File: src/rtl/rotary_quadrature_filter.sv
// rtl/rotary_quadrature_filter.sv - quadrature pin sync, per-channel debounce and step decode
// Optional position counter enabled by defining ROTARY_POSITION_EN.
module rotary_quadrature_filter #(
  parameter int DEBOUNCE_CYCLES = 4,
  parameter int EVENT_MODE      = 0
`ifdef ROTARY_POSITION_EN
  ,
  parameter int POS_WIDTH       = 8
`endif
) (
  input  logic       clock,
  input  logic       reset_n,
  input  logic [1:0] rotary_in,
  output logic       rotary_event,
  output logic       rotary_right,
  output logic       rotary_error,
  output logic [1:0] rotary_state
`ifdef ROTARY_POSITION_EN
  ,
  output logic [POS_WIDTH-1:0] position
`endif
);

  localparam int CW = $clog2(DEBOUNCE_CYCLES) + 1;
  localparam logic [CW-1:0] CNT_LAST = CW'(DEBOUNCE_CYCLES - 1);

  logic [1:0]        sync1, sync2, cur, prev;
  logic [CW-1:0]     cnt [2];
  logic signed [2:0] net;
  logic signed [3:0] net_step;
  logic [1:0]        delta;
  logic              is_single, is_double, step_right, event_next;

  assign rotary_state = cur;

  always_ff @(posedge clock or negedge reset_n) begin
    if (!reset_n) begin
      sync1 <= 2'b00;
      sync2 <= 2'b00;
      cur   <= 2'b00;
      cnt   <= '{default: '0};
    end else begin
      sync1 <= rotary_in;
      sync2 <= sync1;
      for (int ch = 0; ch < 2; ch++) begin
        if (sync2[ch] == cur[ch]) begin
          cnt[ch] <= '0;
        end else if (cnt[ch] == CNT_LAST) begin
          cur[ch] <= sync2[ch];
          cnt[ch] <= '0;
        end else begin
          cnt[ch] <= cnt[ch] + 1'b1;
        end
      end
    end
  end

  // net counts signed single steps since the last visit to 00; a full detent arrives with +/-4
  always_comb begin
    delta     = prev ^ cur;
    is_double = (delta == 2'b11);
    is_single = (delta == 2'b01) || (delta == 2'b10);
    case ({prev, cur})
      4'b0001, 4'b0111, 4'b1110, 4'b1000: step_right = 1'b1;
      default:                            step_right = 1'b0;
    endcase
    net_step = $signed({net[2], net}) + (step_right ? 4'sd1 : -4'sd1);
    if (EVENT_MODE != 0) begin
      event_next = is_single;
    end else begin
      event_next = is_single && (cur == 2'b00) && ((net_step == 4'sd4) || (net_step == -4'sd4));
    end
  end

  always_ff @(posedge clock or negedge reset_n) begin
    if (!reset_n) begin
      prev         <= 2'b00;
      net          <= 3'sd0;
      rotary_event <= 1'b0;
      rotary_error <= 1'b0;
      rotary_right <= 1'b0;
    end else begin
      prev         <= cur;
      rotary_event <= event_next;
      rotary_error <= is_double;
      if (event_next) begin
        rotary_right <= step_right;
      end
      // an illegal jump invalidates the excursion; it can no longer sum to a full detent
      if (cur == 2'b00 || is_double) begin
        net <= 3'sd0;
      end else if (is_single) begin
        net <= net_step[2:0];
      end
    end
  end

`ifdef ROTARY_POSITION_EN
  always_ff @(posedge clock or negedge reset_n) begin
    if (!reset_n) begin
      position <= '0;
    end else if (event_next) begin
      position <= step_right ? position + 1'b1 : position - 1'b1;
    end
  end
`endif

endmodule

File: config.mk
export PLATFORM = sky130hd
export DESIGN_NAME = rotary_quadrature_filter
export DESIGN_NICKNAME = d
export VERILOG_FILES = /design/src/rtl/rotary_quadrature_filter.sv
export SDC_FILE = /design/constraint.sdc
export NUM_CORES = 1
export LEC_CHECK = 0
export BUFFER_PORTS_ARGS = -buffer_cell sky130_fd_sc_hd__buf_4
export CORE_MARGIN = 2
export CORE_UTILIZATION = 50
export CTS_CLUSTER_SIZE = 14
export DETAILED_ROUTE_END_ITERATION = 8
export PLACE_DENSITY = 0.68
export SYNTH_ARGS = -nofsm -noshare
export SYNTH_HDL_FRONTEND = slang
export SYNTH_SLANG_ARGS = --single-unit
File: constraint.sdc
create_clock -name clock -period 2.95 [get_ports clock]
set_input_delay 0.1475 -clock clock [delete_from_list [all_inputs] [get_ports clock]]
set_output_delay 0.1475 -clock clock [all_outputs]
set_load 0.01 [all_outputs]
==> load_flow_metrics.sql, run 1 <==
INSERT INTO impl_metrics (metric_group, metric, value, unit) VALUES
('worst_setup_path', 'worst-setup-path-type', 'reg -> reg', ''),
('layout', 'diodes', '0', ''),
('worst_hold_path', 'hold_path.class', 'in -> async', ''),
('clocking', 'post_cts_resized', '0', ''),
('routing', 'drt_pre_antenna_iters', '4', ''),
('flow_run', 'max-cap-violations', '0', ''),
('worst_setup_path', 'timing.critical_path.to_type', 'register', ''),
('global_route', 'grt_usage', '14.7', '%'),
('routing', 'route.antenna.remaining_nets', '0', ''),
('sta', 'timing.final.crit_share', '73.6', '%'),
('clocking', 'clock_sink_count', '20', ''),
('floorplanning', 'floorplan.core_area', '1730', 'um2'),
('sta', 'finalWorstPathRequiredPeriod', '2.17', 'ns'),
('power', 'power_per_cell_area', '1250', 'nW/um2'),
('routing', 'num_vias', '552', ''),
('floorplanning', 'die_width', '46.9', 'um'),
('routing', 'number_of_drc_markers_after_the_initial_detailed_route_iteration', '10', ''),
('worst_setup_path', 'critical-path-max-stage-delay', '0.56', 'ns'),
('routing', 'route.detailed.wl_per_inst', '12.3', 'um'),
('worst_setup_path', 'worst_ep_arrival_time', '2.36', 'ns'),
('clocking', 'clk_latency', '0.29', 'ns'),
('routing', 'detail_route.vias_per_cell', '5.06', ''),
('synthesis', 'post_synth_inst_count', '71', ''),
('clocking', 'cts.path.max_buffers', '2', ''),
('placed_design', 'place_hpwl', '967', 'um'),
('sta', 'rsz0062_at_grt', 'false', ''),
('clocking', 'root_buf_cell', 'clkbuf_4', ''),
('sta', 'final_total_negative_setup_slack', '0', 'ns'),
('floorplanning', 'die_h', '46.9', 'um'),
('clocking', 'tritoncts', 'done', ''),
('floorplanning', 'die_area', '2200', 'um2'),
('synthesis', 'net_count_after_synthesis', '80', ''),
('floorplanning', 'top_level_ports', '9', ''),
('worst_setup_path', 'crit_path_max_fanout', '9', ''),
('floorplanning', 'fp-row-count', '15', ''),
('sta', 'final.hold.worst_slack', '0.253', 'ns'),
('layout', 'layout_commonest_cell', 'dfrtp_1', ''),
('worst_setup_path', 'crit_chain', 'xor2_2 -> nand2_1 -> xor2_1 -> ha_1 -> and3_1 -> o21ai_2 -> mux2_4', ''),
('routing', 'drt_wl_total', '1340', 'um'),
('layout', 'drive_gt1_share', '25.0', '%'),
('synthesis', 'ys.warnings.count', '0', ''),
('synthesis', 'synth_cell_type_count', '28', ''),
('routing', 'remaining_drc_errors', '0', ''),
('layout', 'layout.nets', '94', ''),
('global_route', 'overflow', '0', ''),
('layout', 'fillerInstances', '140', ''),
('power', 'cellLeakagePower', '0.496', 'nW'),
('synthesis', 'syn-cell-area', '921', 'um2'),
('clocking', 'cts.clk_slew.worst_paths', '0.11', 'ns'),
('global_route', 'via_count_of_the_first_global_routing_pass', '500', ''),
('placed_design', 'gpl.final_weighted_congestion', '0.834', ''),
('worst_setup_path', 'timing.critical_path.from_type', 'register', ''),
('layout', 'syn_to_final_growth', '16.8', '%'),
('power', 'design_power_total', '1.34', 'mW'),
('layout', 'fin_cells', '109', ''),
('sta', 'slew_viol_final', '0', ''),
('clocking', 'cts_made_buffers', '3', ''),
('sta', 'worst-slew-pin-transition', '0.351', 'ns'),
('placed_design', 'cell_count_after_placement', '102', ''),
('global_route', 'grt_max_degree', '21', ''),
('synthesis', 'avgSynthCellArea', '13.0', 'um2'),
('layout', 'most-common-layout-cells', 'dfrtp_1, buf_4, nor2_1, ha_1', ''),
('worst_setup_path', 'worstPathRequired', '3.14', 'ns'),
('status', 'status', 'complete, no violations', ''),
('placed_design', 'place.port_buffers', '8', ''),
('sta', 'finalHoldViolations', '0', ''),
('global_route', 'number_of_antenna_violations_at_the_first_check_in_global_routing', '0', ''),
('synthesis', 'netlist.area_leader.share', '54.3', '%'),
('worst_setup_path', 'cpMaxStageDelayCell', 'dfrtp_1', ''),
('synthesis', 'synth_top_area_cell', 'dfrtp_1', ''),
('synthesis', 'synth_seq_area_share', '54.3', '%'),
('synthesis', 'yosys-top-cells-area', 'dfrtp_1, ha_1, nor3b_1', ''),
('sta', 'max_slew_headroom_at_the_worst_pin', '76.6', '%'),
('sta', 'endpoints_failing_setup', '0', ''),
('sta', 'clock-skew-final', '0.000748', 'ns'),
('floorplanning', 'initial_util', '53.3', '%'),
('synthesis', 'ys_seq_elements', '20', ''),
('clocking', 'cts.htree.levels', '1', ''),
('power', 'max-vdd-ir-drop', '0.633', 'mV'),
('sta', 'max_freq', '461', 'MHz'),
('global_route', 'grt_pass1_wl', '2190', 'um');
synthesized netlist by cell type (all sizes together):
cell	number
mux2	3
o21bai	1
mux2i	1
o21a	1
a21oi	1
and3	1
o21ai	3
o311ai	1
nor2	5
nor3b	4
a211oi	1
and4bb	1
xor2	4
nor3	4
nand2	1
xnor2	4
dfrtp	20
inv	1
a21o	1
ha	5
nor2b	4
nand3	2
buf	2
what timing repair did:
action,4_1_cts,5_1_grt
hold buffers,3,0
endpoints found under the hold margin,22,0
setup buffers,0,0
final cells by class:
type	instances	area [um2]	share of cell area [%]
inverter	1	3.75	0.349
clock buffer	3	22.5	2.09
multi-input combinational	48	398	37.0
timing repair buffer	11	90.1	8.37
clock inverter	1	30.0	2.79
tap	25	31.3	2.91
sequential	20	500	46.5
flip-flops by register name (all words and copies together), names as in the netlist:
name	cells
prev	2
net	3
sync1	2
rotary_error	1
cnt	6
rotary_event	1
rotary_right	1
sync2	2
rotary_state	2
worst paths after layout:
kind	start	end	slack [ns]	cells past startpoint
worst max-delay path	rotary_state[0]$_DFFE_PN0P_	net[2]$_DFFE_PN0P_	0.78	7
worst min-delay path	reset_n	cnt[5]$_DFF_PN0_	0.25	2
worst max register to register	rotary_state[0]$_DFFE_PN0P_	net[2]$_DFFE_PN0P_	0.78	7
worst min register to register	sync1[1]$_DFF_PN0_	sync2[1]$_DFF_PN0_	0.36	0
max in group asynchronous	reset_n	cnt[0]$_DFF_PN0_	2.50	2
min in group clock	sync1[1]$_DFF_PN0_	sync2[1]$_DFF_PN0_	0.36	0
cells by family (layout without fill, tap and decap cells):
family	count (synthesis)	count (layout)	synth area share (%)
multiplexers	4	4	5.16
adder cells (fa/ha/maj)	5	5	6.79
AND/OR/NAND/NOR	22	22	13.7
flip-flops	20	20	54.3
AO/OA/AOI/OAI	9	9	8.29
XOR/XNOR	8	8	9.24
buffers and inverters	3	16	2.45
power by group:
part	switching, mW	internal, mW
sequential	0.102	0.359
clock	0.0810	0.137
combinational	0.324	0.337
worst max-delay path: cells and delay by family (launching register included):
kind            cells  cell delay (ns)
fa+ha+maj           1             0.31
xor+xnor            2             0.49
flops               1             0.56
compound gates      1             0.07
mux                 1             0.29
simple gates        2             0.34
layer usage:
layer | routed length, um | share of wire [%] | global-route usage, % | vias to the layer above
met3 | 53 | 4.0 | 2.31 | 2
met1 | 609 | 46 | 19.9 | 272
li1 | - | - | - | 268
met2 | 662 | 50 | 23.3 | 10
met5 | 0 | 0 | 0 | -
met4 | 12 | 0.90 | 6.67 | 0
through the flow:
stage | util, % | cell area, um2 | worst slack (ns)
after floorplan | - | 921 | 0.924
after global placement | 57.5 | 993 | 0.887
after detailed placement | 57.5 | 993 | 0.805
after CTS | 62.3 | 1080 | 0.764
after global routing | 62.3 | 1080 | 0.610
final | 62.3 | 1080 | 0.780
(Power assumes the default switching activity.)
==> run 2, diff against run 1 <==
--- a/config.mk
+++ b/config.mk
@@ -10,7 +10,7 @@
 export CORE_UTILIZATION = 50
 export CTS_CLUSTER_SIZE = 14
 export DETAILED_ROUTE_END_ITERATION = 8
-export PLACE_DENSITY = 0.68
+export PLACE_DENSITY = 0.71
 export SYNTH_ARGS = -nofsm -noshare
 export SYNTH_HDL_FRONTEND = slang
 export SYNTH_SLANG_ARGS = --single-unit
==> constraint.sdc (replaced) <==
create_clock -name clock -period 1.8 [get_ports clock]
set_input_delay 0.09 -clock clock [delete_from_list [all_inputs] [get_ports clock]]
set_output_delay 0.09 -clock clock [all_outputs]
set_load 0.01 [all_outputs]
==> run 2 against run 1 <==
Compared with the run above: the run now ends with negative setup slack left; core utilization grew 6.3 points; power grew 83%; final cell count rose by 9.2%; largest power group unchanged.
==> load_flow_metrics.sql, run 2 (same netlist as run 1, synthesis figures left out) <==
INSERT INTO impl_metrics (metric_group, metric, value, unit) VALUES
('worst_setup_path', 'rrSetupSlack', '-0.0007', 'ns'),
('worst_setup_path', 'worst-path-buf-inv', '0', ''),
('worst_setup_path', 'worst-setup-path-type', 'reg -> reg', ''),
('global_route', 'overflow', '0', ''),
('placed_design', 'place_hpwl', '1080', 'um'),
('sta', 'endpoints_failing_setup', '1', ''),
('global_route', 'grt_pass1_wl', '2340', 'um'),
('sta', 'finalHoldViolations', '0', ''),
('worst_setup_path', 'timing.critical_path.to_type', 'register', ''),
('worst_setup_path', 'worst_r2r_path_depth', '7', ''),
('floorplanning', 'floorplan.core_area', '1730', 'um2'),
('layout', 'multi_input_area', '450', 'um2'),
('layout', 'fin_util', '68.6', '%'),
('worst_setup_path', 'critical-path-max-stage-delay', '0.46', 'ns'),
('layout', 'largest_register', 'cnt', ''),
('clocking', 'clock_sink_count', '20', ''),
('routing', 'number_of_drc_markers_after_the_initial_detailed_route_iteration', '10', ''),
('routing', 'wl_met2', '713', 'um'),
('routing', 'wl_met1', '663', 'um'),
('layout', 'diodes', '0', ''),
('sta', 'clock-skew-final', '0.00440', 'ns'),
('global_route', 'grt_usage', '16.2', '%'),
('sta', 'final_total_negative_setup_slack', '-0.000740', 'ns'),
('clocking', 'cts.path.max_buffers', '2', ''),
('power', 'switchingPower', '0.933', 'mW'),
('routing', 'top_layer_used', 'met4', ''),
('floorplanning', 'die_area', '2200', 'um2'),
('routing', 'drt_wl_total', '1460', 'um'),
('power', 'p_seq_share', '29.9', '%'),
('layout', 'most-common-layout-cells', 'buf_4, dfrtp_1, nor2_1', ''),
('sta', 'timing.final.crit_share', '100', '%'),
('layout', 'ff_latch_area', '504', 'um2'),
('status', 'status', 'finished with violations', ''),
('routing', 'num_vias', '578', ''),
('power', 'power_switching_share', '38.1', '%'),
('worst_setup_path', 'crit_path_max_fanout', '3', ''),
('sta', 'finalWorstPathRequiredPeriod', '1.80', 'ns'),
('routing', 'remaining_drc_errors', '0', ''),
('floorplanning', 'initial_util', '53.3', '%'),
('routing', 'route.detailed.wl_per_inst', '12.3', 'um'),
('layout', 'largest_reg_flops', '6', ''),
('flow_run', 'max-cap-violations', '0', ''),
('worst_setup_path', 'launch_point_of_the_worst_reg_to_reg_path', 'prev[1]$_DFF_PN0_', ''),
('clocking', 'clk_latency', '0.29', 'ns'),
('placed_design', 'place.port_buffers', '8', ''),
('sta', 'setup_slack', '-0.000740', 'ns'),
('worst_setup_path', 'worstPathRequired', '1.99', 'ns'),
('sta', 'max_slew_headroom_at_the_worst_pin', '78.1', '%'),
('power', 'power_report.internal_total', '1.51', 'mW'),
('status', 'failed_checks', 'negative setup slack', ''),
('placed_design', 'gpl.final_weighted_congestion', '0.785', ''),
('floorplanning', 'fp-row-count', '15', ''),
('sta', 'worst-slew-pin-transition', '0.327', 'ns'),
('worst_setup_path', 'worst_ep_arrival_time', '1.99', 'ns'),
('worst_setup_path', 'rr_endpoint', 'net[2]$_DFFE_PN0P_', ''),
('global_route', 'number_of_antenna_violations_at_the_first_check_in_global_routing', '0', ''),
('clocking', 'tritoncts', 'done', ''),
('floorplanning', 'die_h', '46.9', 'um'),
('power', 'power_per_cell_area', '2060', 'nW/um2'),
('sta', 'slew_viol_final', '0', ''),
('layout', 'syn_to_final_growth', '28.7', '%'),
('sta', 'final.hold.worst_slack', '0.193', 'ns'),
('floorplanning', 'top_level_ports', '9', ''),
('worst_hold_path', 'hold_path.class', 'in -> async', ''),
('layout', 'fillerInstances', '125', ''),
('sta', 'rsz0062_at_grt', 'true', ''),
('clocking', 'cts_made_buffers', '3', ''),
('worst_setup_path', 'cpMaxStageDelayCell', 'dfrtp_2', ''),
('power', 'max-vdd-ir-drop', '1.07', 'mV'),
('clocking', 'cts.clk_slew.worst_paths', '0.11', 'ns'),
('floorplanning', 'die_width', '46.9', 'um'),
('layout', 'reg_top3', 'cnt: 6 flops, net: 3 flops', ''),
('layout', 'layout_commonest_cell', 'buf_4', ''),
('worst_setup_path', 'cp_top_family', 'flip-flops', ''),
('power', 'design_power_total', '2.45', 'mW'),
('routing', 'detail_route.vias_per_cell', '4.86', ''),
('power', 'comb_pwr_share', '61.7', '%'),
('routing', 'drt_pre_antenna_iters', '4', ''),
('routing', 'wl_met3', '54', 'um'),
('sta', 'max_freq', '555', 'MHz'),
('routing', 'route.antenna.remaining_nets', '0', ''),
('worst_setup_path', 'timing.critical_path.from_type', 'register', ''),
('layout', 'layout.nets', '105', ''),
('global_route', 'grt_max_degree', '21', ''),
('power', 'power.share.clock', '8.4', '%'),
('power', 'cellLeakagePower', '0.536', 'nW'),
('layout', 'drive_gt1_share', '41.5', '%'),
('global_route', 'via_count_of_the_first_global_routing_pass', '561', ''),
('clocking', 'root_buf_cell', 'clkbuf_4', ''),
('clocking', 'cts.htree.levels', '1', ''),
('worst_setup_path', 'crit_chain', 'xor2_4 -> nand2_2 -> xor2_2 -> ha_2 -> and3_4 -> o21ai_4 -> mux2_4', '');
-- run 2: what timing repair did --
action | CTS | global route
buffers inserted | 0 | 0
hold buffers | 3 | 0
setup endpoints to repair | 2 | 3
hold endpoints to repair | 22 | 0
pin swaps | 1 | 4
gates resized for setup | 1 | 8
-- run 2: how the worst max path moves through the flow --
stage,slack [ns],cells after the start,start,end
global route,-0.07,7,prev[1]$_DFF_PN0_,net[2]$_DFFE_PN0P_
CTS,-0.04,7,rotary_state[0]$_DFFE_PN0P_,net[2]$_DFFE_PN0P_
finish,-0.0007,7,prev[1]$_DFF_PN0_,net[2]$_DFFE_PN0P_
detailed placement,-0.04,7,rotary_state[0]$_DFFE_PN0P_,net[2]$_DFFE_PN0P_
floorplan,-0.14,8,rotary_state[0]$_DFFE_PN0P_,net[2]$_DFFE_PN0P_
global placement,0.01,7,rotary_state[0]$_DFFE_PN0P_,net[2]$_DFFE_PN0P_
-- run 2: power by group through the flow --
stage                     clock network, mW  registers [mW]  logic [mW]
after floorplan                           0           0.731       0.981
after global placement                    0           0.723        1.39
after detailed placement                  0           0.733        1.43
after CTS                             0.215           0.726        1.44
after global routing                  0.232           0.755        1.67
final                                 0.206           0.731        1.51
-- run 2: metal layers --
layer | global-route usage, % | vias to the layer above
met5 | 0 | -
met4 | 10.0 | 0
met3 | 4.62 | 4
met2 | 26.3 | 14
met1 | 18.9 | 271
li1 | - | 289
-- run 2: layout make-up --
type,instances,share of cell area [%]
flip-flops and latches,20,42.6
well taps,25,2.64
repair buffers,22,14.6
inverters,1,0.317
multi-input cells,48,38.0
clock buffers,3,1.90
-- run 2: through the flow --
| stage | setup slack, ns | cells | area (um2) |
|---|---|---|---|
| after floorplan | -0.139 | 71 | 955 |
| after global placement | 0.0127 | 113 | 1110 |
| after global routing | -0.0660 | 119 | 1180 |
| after CTS | -0.0433 | 119 | 1160 |
| after detailed placement | -0.0442 | 113 | 1110 |
| final | -0.000740 | 119 | 1180 |
-- run 2: worst register-to-register path, cell delays in order, from the launching register on --
cell and delay (ns):
dfrtp_2 0.46, xor2_4 0.18, nand2_2 0.08, xor2_2 0.15, ha_2 0.22, and3_4 0.18
o21ai_4 0.12, mux2_4 0.30
